==> config.mk <==
export PLATFORM = sky130hd
export DESIGN_NAME = irq_ctrl
export DESIGN_NICKNAME = d
export VERILOG_FILES = /design/src/rtl/irq_ctrl.sv
export SDC_FILE = /design/constraint.sdc
export NUM_CORES = 1
export LEC_CHECK = 0
export BUFFER_PORTS_ARGS = -buffer_cell sky130_fd_sc_hd__buf_2
export CORE_UTILIZATION = 48
export CTS_CLUSTER_SIZE = 14
export DETAILED_ROUTE_END_ITERATION = 6
export PLACE_DENSITY = 0.93
export SYNTH_ARGS = -nofsm -noshare
export SYNTH_HDL_FRONTEND = slang
export SYNTH_SLANG_ARGS = --single-unit
==> constraint.sdc <==
create_clock -name clk -period 3.7 [get_ports clk]
set_input_delay 1.11 -clock clk [delete_from_list [all_inputs] [get_ports clk]]
set_output_delay 1.11 -clock clk [all_outputs]
set_load 0.02 [all_outputs]
==> src/rtl/irq_ctrl.sv <==
// Interrupt controller: samples device IRQ lines into a pending register (level or rising-edge per source),
// masks them onto hw_int/int_req for CP0, and exposes PENDING/MASK/MODE/CAUSE as a 4-word bridge device.
module irq_ctrl #(
  parameter int N_SRC = 6
) (
  input  logic             clk,
  input  logic             reset,
  input  logic [1:0]       pr_addr,
  input  logic             wr_en,
  input  logic [31:0]      data_in,
  output logic [31:0]      data_out,
  input  logic [N_SRC-1:0] irq_src,
  output logic [N_SRC-1:0] hw_int,
  output logic             int_req
);

  localparam logic [1:0] ADDR_PENDING = 2'd0;
  localparam logic [1:0] ADDR_MASK    = 2'd1;
  localparam logic [1:0] ADDR_MODE    = 2'd2;
  localparam logic [1:0] ADDR_CAUSE   = 2'd3;

  logic [N_SRC-1:0] pending;
  logic [N_SRC-1:0] mask;
  logic [N_SRC-1:0] mode;
  logic [N_SRC-1:0] irq_q;
  logic [N_SRC-1:0] irq_prev;
  logic [N_SRC-1:0] w1c;
  logic [N_SRC-1:0] rise;
  logic [N_SRC-1:0] pending_nxt;
  logic [2:0]       cause_idx;
  logic [N_SRC-1:0] wr_data;

  assign wr_data = data_in[N_SRC-1:0];
  assign w1c     = (wr_en && pr_addr == ADDR_PENDING) ? wr_data : '0;
  assign rise    = irq_q & ~irq_prev;

  // Edge bits are sticky and a new edge beats a same-cycle clear; level bits simply follow irq_q.
  assign pending_nxt = (mode & ((pending & ~w1c) | rise)) | (~mode & irq_q);

  always_ff @(posedge clk) begin
    if (reset) begin
      pending  <= '0;
      mask     <= '0;
      mode     <= '0;
      irq_q    <= '0;
      irq_prev <= '0;
    end else begin
      irq_q    <= irq_src;
      irq_prev <= irq_q;
      pending  <= pending_nxt;
      if (wr_en && pr_addr == ADDR_MASK) mask <= wr_data;
      if (wr_en && pr_addr == ADDR_MODE) mode <= wr_data;
    end
  end

  assign hw_int  = pending & mask;
  assign int_req = |hw_int;

  // Scan downward so the lowest set index is the one that survives.
  always_comb begin
    cause_idx = 3'd0;
    for (int i = N_SRC - 1; i >= 0; i--) begin
      if (hw_int[i]) cause_idx = 3'(i);
    end
  end

  always_comb begin
    data_out = 32'd0;
    case (pr_addr)
      ADDR_PENDING: data_out = 32'(pending);
      ADDR_MASK:    data_out = 32'(mask);
      ADDR_MODE:    data_out = 32'(mode);
      ADDR_CAUSE:   data_out = {int_req, 28'd0, cause_idx};
      default:      data_out = 32'd0;
    endcase
  end

endmodule
## Word level (Yosys, flattened, before mapping)

Index checks and enable logic that the tools add are counted.

- Register bits after elaboration: 30
- Input bits: 43
- Output and inout port bits: 39
- Word-level logic and storage cells: 31

- Eq/ne operators: 3
- Multiplexer cells: 8
- Bitwise gates (word level): 10
- Reduce and logical (&&, ||, !) cells: 5

Operators with widths:

| kind | count |
|---|---|
| case mux 32 bit (4 select lines) | 1 |
| AND 6 bit | 5 |
| 2-to-1 mux 3 bit | 6 |
| inverter 6 bit | 3 |
| bitwise OR 6 bit | 2 |
| 2-to-1 mux 6 bit | 1 |
| OR reduction 6 bit | 1 |
| == test 2 bit, second input constant | 2 |
| logical AND 1 bit | 3 |
| == test 2 x 1 -> 1 bit, second input constant | 1 |
| zero test 2 bit | 1 |

## Logic depth before layout (Yosys ltp)

Gate-level depths: netlist of run 1.

- Depth in word-level cells: 8
- Depth in mapped cells: 6
- Gate-level depth less buffers: 4

## Worst setup path after synthesis of run 1

OpenSTA, ideal clock, no wires.

- Path kind: input -> output
- Start: input port pr_addr[0]
- End: output port data_out[0]
- Data arrival time: 1,975 ps
- Data required time: 2,590 ps
- Setup slack: 615 ps
- Stages on the path: 5
- Path buffers: 2
- Cell sequence: buf_4 buf_6 a21oi_1 a221oi_2 a21oi_1

- Cells in the longest elaborated chain, start to end: 2
- Elaborated cells between the ends (all ways): 5
- Classes of those cells: 3 x eq/ne; 1 x mux; 1 x reduce/logical

Ends and longest elaborated chain:

| element | RTL line | source |
|---|---|---|
| start, declared | 8 | `input logic [1:0] pr_addr,` |
| == test 2 bit (tied with other cells) | 69 | `case (pr_addr)` |
| case mux 32 bit (4 select lines) * | 69 |  |
| end, declared | 11 | `output logic [31:0] data_out,` |

Every way passes the cells marked *; elsewhere a longest branch is shown, timed or not. The select of a mux whose other input is x is not followed.

## Worst setup path after layout of run 1

- Start: input port pr_addr[0]
- End: output port data_out[2]

The elaborated chain is that of the path after synthesis.

==> summary.md, run 1 <==
| Metric | Value |
|---|---|
| Outcome | `finished with violations` |
| Failing checks | `design-rule violations` |
| Yosys reg bits | `30` |
| Post-synthesis sequential area ratio | `39.1%` |
| Pin count of the biggest net entering global routing | `31` |
| Grt total ovfl | `0` |
| Slew @ Worst Pin | `a little over 500 ps` |
| Placement Cell Area | `0.00160 mm2` |
| CP max-delay cell | `buf_2` |
| Num rows | `20` |
| CTS resizes | `0` |
| Vias in the first global route | `985` |
| Largest cells by area after synthesis | `dfxtp_1 39%, buf_4 13%, nor2b_1 6.1%` |
| Worst Path Arrival | `2100 ps` |
| Nets | `250` |
| Design Area, Final | `0.00166 mm2` |
| Worst Path Buf+Inv | `2` |
| Max cap viols | `0` |
| CP max FO | `16` |
| Setup crit end kind | `output pin` |
| CTS tree | `built` |
| Core Footprint | `0.00305 mm2` |
| DRC | `1` |
| Hpwl dp | `1950 um` |
| Routed vias/inst | `4.79` |
| Die Wd | `58.6 um` |
| Ys Warns | `0` |
| CTS buffer count | `5` |
| RSZ-0062 raised after global routing | `no` |
| Setup Skew | `5.59 ps` |
| Top-area cell type share of the netlist area | `roughly two fifths` |
| Crit-path max cell delay | `280 ps` |
| Rel. slew slack | `65.9%` |
| Final Cycle Share | `86.7%` |
| Grt peak-use layer | `met2` |
| Htree depth | `2` |
| Fill cells | `between 300 and 400` |
| Syn Inst Count | `177` |
| Finished Core Util | `54.4%` |
| Met1 Usage GRT | `21.3%` |
| Count of pins over their slew limit | `0` |
| # IOs | `82` |
| Post-Syn Area per Cell | `8.69 um2` |
| Place WS | `488 ps` |
| CP top delay family | `buffers and inverters` |
| Cell Pwr Density | `approximately 380 mW/mm2` |
| Setup TNS | `0 ps` |
| DIE HEIGHT | `58.6 um` |
| Most common cell in the synthesized netlist | `dfxtp_1` |
| Post-synthesis cell type count | `29` |
| Via Count | `1207` |
| Leakage | `around 0.81 nW` |
| CP required | `2590 ps` |
| Total track usage | `~17%` |
| Synth Flop Type | `dfxtp_1` |
| Clock Path Buffers | `2` |
| Layout cells sized above 1 | `23.6%` |
| Initial antenna violation count | `0` |
| GR Layer Usage met3 | `between 6 and 7%` |
| ANT nets after route | `0` |
| Asr flop ratio synth | `0%` |
| Met2 GRT Util | `approximately 28%` |
| Worst path most repeated cell | `buf_2` |
| Die Area | `0.00343 mm2` |
| EDFF count, synth | `0` |
| Min cycle time layout | `between 3000 and 4000 ps` |
| Fmax | `312 MHz` |
| Cells along the critical path | `buf_2 -> nand2_2 -> nor3_1 -> o32a_2 -> buf_2` |
| Syn Std Cell Area | `0.00154 mm2` |
| Pre-Repair DR Iteration Count | `6` |
| GP Congestion | `0.800` |
| Clk_lat worst skew | `330 ps` |
| Wire per inst | `10.8 um` |
| Diodes inserted | `0` |
| CTS Sinks | `30` |
| Post-CTS Setup Repair Bufs | `0` |
| Post-synth top cells | `30 x dfxtp_1, 26 x buf_4, 23 x nand2_1, 15 x nor2b_1, 11 x a21oi_1` |
| Peak VDD IR | `0.218 mV` |
| Final setup viols | `0` |
| First-pass GRT wire length | `4310 um` |
| Root Driver | `clkbuf_4` |
| CTS Hold Bufs | `0` |
| Crit Path Class | `primary input to output pin` |
| Post-Route WL | `between 2000 and 3000 um` |
| Worst min path class | `flip-flop to flip-flop` |
| DRT iter0 DRCs | `47` |
| Startpoint class of the critical path | `primary input` |
| Clock-pin slew on the worst setup and hold paths | `about 80 ps` |
| Initial core utilization | `50.4%` |
| Port Buf Inserts | `30` |
| Syn-to-layout area delta | `7.97%` |
| Cell taking the most area after synthesis | `dfxtp_1` |
| Final Hold Fails | `0` |
| Total power | `about 0.63 mW` |
| Final WS setup | `493 ps` |
## state kept, by name, summed over array words and instances (netlist names)
name	cells
irq_prev	6
irq_q	6
mask	6
mode	6
pending	6
## worst paths after layout
kind | startpoint | end | slack [ps] | cells past startpoint
worst max-delay path | pr_addr[0] | data_out[2] | 490 | 5
worst min register to register | irq_q[2] | irq_prev[2] | 460 | 1
worst min-delay path | irq_q[2] | irq_prev[2] | 460 | 1
worst max register to register | pending[2] | pending[2] | 2810 | 3
## cell usage in the layout, fill, tap and decap left out, drive strengths merged, types with 2 or more instances in the layout
cell,Yosys,final
nand2,25,25
mux2i,9,9
a22oi,2,2
nand3,7,7
o21ai,4,4
nor3,3,3
nand2b,2,2
a21oi,11,11
buf,32,32
nor2b,15,15
clkbuf,1,7
conb,1,25
a311oi,6,6
a21o,6,6
dfxtp,30,30
inv,3,3
and2,5,5
o32a,2,2
nor2,9,9
## area by class of cell
class	count	area [um2]	share of cell area, %
clock buffers	7	55.1	3.32
multi-input cells	135	768	46.3
inverters	3	11.3	0.678
clock inverters	1	5.00	0.301
well taps	44	55.1	3.32
flip-flops and latches	30	601	36.2
repair buffers	32	165	9.95
## where the power goes
group	internal, mW	switching [mW]	total (mW)
Sequential	0.336	0.00795	0.344
Combinational	0.0275	0.0604	0.0879
Clock	0.0919	0.110	0.202
## worst register-to-register path, delay by kind of cell, from the launching register on
| kind | cells | cell delay [ps] |
|---|---|---|
| and+or+nand+nor | 1 | 70 |
| AOI/OAI and AO/OA | 2 | 380 |
| DFF | 1 | 400 |
## per-layer routing
layer / routed length, um / vias to the layer above / share of wire (%)
met5: 0 / - / 0
met4: 44 / 0 / 1.6
met3: 195 / 7 / 7.2
met2: 1260 / 46 / 46
met1: 1220 / 542 / 45
li1: - / 612 / -
## cell families after synthesis
| kind of cell | after synthesis | share of synthesized area [%] |
|---|---|---|
| AND/OR/NAND/NOR | 68 | 22.6 |
| buffers and inverters | 36 | 16.8 |
| AO/OA/AOI/OAI | 33 | 15.4 |
| flip-flops | 30 | 39.1 |
| multiplexers | 9 | 5.86 |
| other | 1 | 0.244 |
## through the flow
step | hold WS (ps) | cells
6_report | 465 | 252
5_1_grt | 475 | 252
4_1_cts | 467 | 252
3_5_place_dp | 454 | 244
3_3_place_gp | 452 | 244
2_1_floorplan | 445 | 201
No activity file was read; power rests on OpenSTA's default activity.
==> inputs of run 2 (changes only) <==
CORE_UTILIZATION = 50   (was 48)
CTS_BUF_LIST = sky130_fd_sc_hd__clkbuf_8   (was default)
PLACE_DENSITY = 0.95   (was 0.93)
SKIP_LAST_GASP = 1   (was default)
==> summary.md, run 2 (same netlist as run 1, synthesis figures left out) <==
| Metric | Value |
|---|---|
| Cell Pwr Density | `410 mW/mm2` |
| CP required | `between 2000 and 3000 ps` |
| Placed insts | `around 230` |
| RSZ-0062 raised after global routing | `no` |
| CTS resizes | `0` |
| Post-CTS Setup Repair Bufs | `0` |
| Wire per inst | `12.2 um` |
| Diodes inserted | `0` |
| Port Buf Inserts | `30` |
| Initial antenna violation count | `0` |
| DRC | `6` |
| DIE HEIGHT | `57.5 um` |
| Worst min path class | `flip-flop to flip-flop` |
| Count of pins over their slew limit | `0` |
| Clk_lat worst skew | `280 ps` |
| Hpwl dp | `2090 um` |
| Grt total ovfl | `0` |
| Pin count of the biggest net entering global routing | `31` |
| Max cap viols | `0` |
| Clock-pin slew on the worst setup and hold paths | `~60 ps` |
| Final Cycle Share | `90.9%` |
| Layout cells sized above 1 | `23.3%` |
| Min cycle time layout | `3360 ps` |
| Commonest non-fill, non-tap cells in the layout | `30 x buf_2, 30 x dfxtp_1, 25 x conb_1` |
| Num rows | `19` |
| CP max FO | `16` |
| Final Hold Fails | `0` |
| Via Count | `about 1200` |
| Clock Path Buffers | `2` |
| CTS Sinks | `30` |
| GP Congestion | `0.799` |
| Htree depth | `2` |
| CTS Hold Bufs | `0` |
| Outcome | `finished with violations` |
| Final setup viols | `0` |
| Root Driver | `clkbuf_8` |
| Worst Path Arrival | `2250 ps` |
| Post-Route WL | `2890 um` |
| CTS tree | `built` |
| Setup TNS | `0 ps` |
| Syn-to-layout area delta | `8.38%` |
| Layout Cells excl Fill | `roughly 240` |
| Peak VDD IR | `0.304 mV` |
| Setup Skew | `5.73 ps` |
| Initial core utilization | `between 50% and 60%` |
| Die Area | `0.00330 mm2` |
| Fmax | `297 MHz` |
| ANT nets after route | `0` |
| Crit Path Class | `primary input to output pin` |
| Die Wd | `57.5 um` |
| Leakage | `0.813 nW` |
| CTS buffer count | `5` |
| Slew @ Worst Pin | `between 500 and 600 ps` |
| Failing checks | `design-rule violations` |
| Core Footprint | `around 0.0028 mm2` |
| Total track usage | `about a fifth` |
| DRT iter0 DRCs | `33` |
| Rel. slew slack | `65.4%` |
| Setup crit end kind | `output pin` |
| Nets | `250` |
| Startpoint class of the critical path | `primary input` |
| Routed vias/inst | `5.17` |
| Vias in the first global route | `just over 1000` |
| # IOs | `82` |
| First-pass GRT wire length | `4640 um` |
| Pre-Repair DR Iteration Count | `6` |
run 2: changes by cell type in the layout (fill, tap and decap cells not counted), sizes merged:
cell,before,now
clkbuf,7,6
clkinv,1,0
run 2: cell type report:
class	instances	area (um2)
flip-flops and latches	30	601
inverters	3	11.3
multi-input cells	135	768
fillers	260	1160
clock buffers	6	82.6
well taps	31	38.8
repair buffers	32	165
run 2: stage by stage:
stage	hold slack, ps	power, mW	utilization (%)	cell area [um2]	setup slack, ps
2_1_floorplan	445	0.440	-	1630	615
3_3_place_gp	453	0.437	56.0	1580	443
3_5_place_dp	458	0.440	56.0	1580	344
4_1_cts	465	0.690	58.9	1670	339
5_1_grt	480	0.714	58.9	1670	228
6_report	464	0.684	58.9	1670	338
run 2: routing by layer:
layer / vias to the layer above / track usage [%] / wire length (um)
met4: 0 / 9.41 / 50
met3: 8 / 6.12 / 235
met1: 559 / 22.3 / 1180
li1: 608 / - / -
met2: 51 / 30.1 / 1420
met5: - / 0 / 0
run 2: final timing paths:
kind                            startpoint     endpoint  slack (ps)  cells past startpoint
worst min-delay path              irq_q[1]  irq_prev[1]         460                      1
worst max register to register     mode[0]   pending[0]        2800                      3
worst max-delay path            pr_addr[0]  data_out[0]         340                      6
worst min register to register    irq_q[1]  irq_prev[1]         460                      1
run 2: power breakdown:
group	internal, mW	total (mW)	switching (mW)
logic	0.0275	0.0892	0.0617
registers	0.337	0.345	0.00819
clock network	0.143	0.250	0.107
total	0.507	0.684	0.177
run 2: critical path, cell delays in order:
cell and delay (ps):
buf_2 280, nand2_2 150, nor3_1 210, o21ai_0 140, a21oi_1 170, buf_2 190
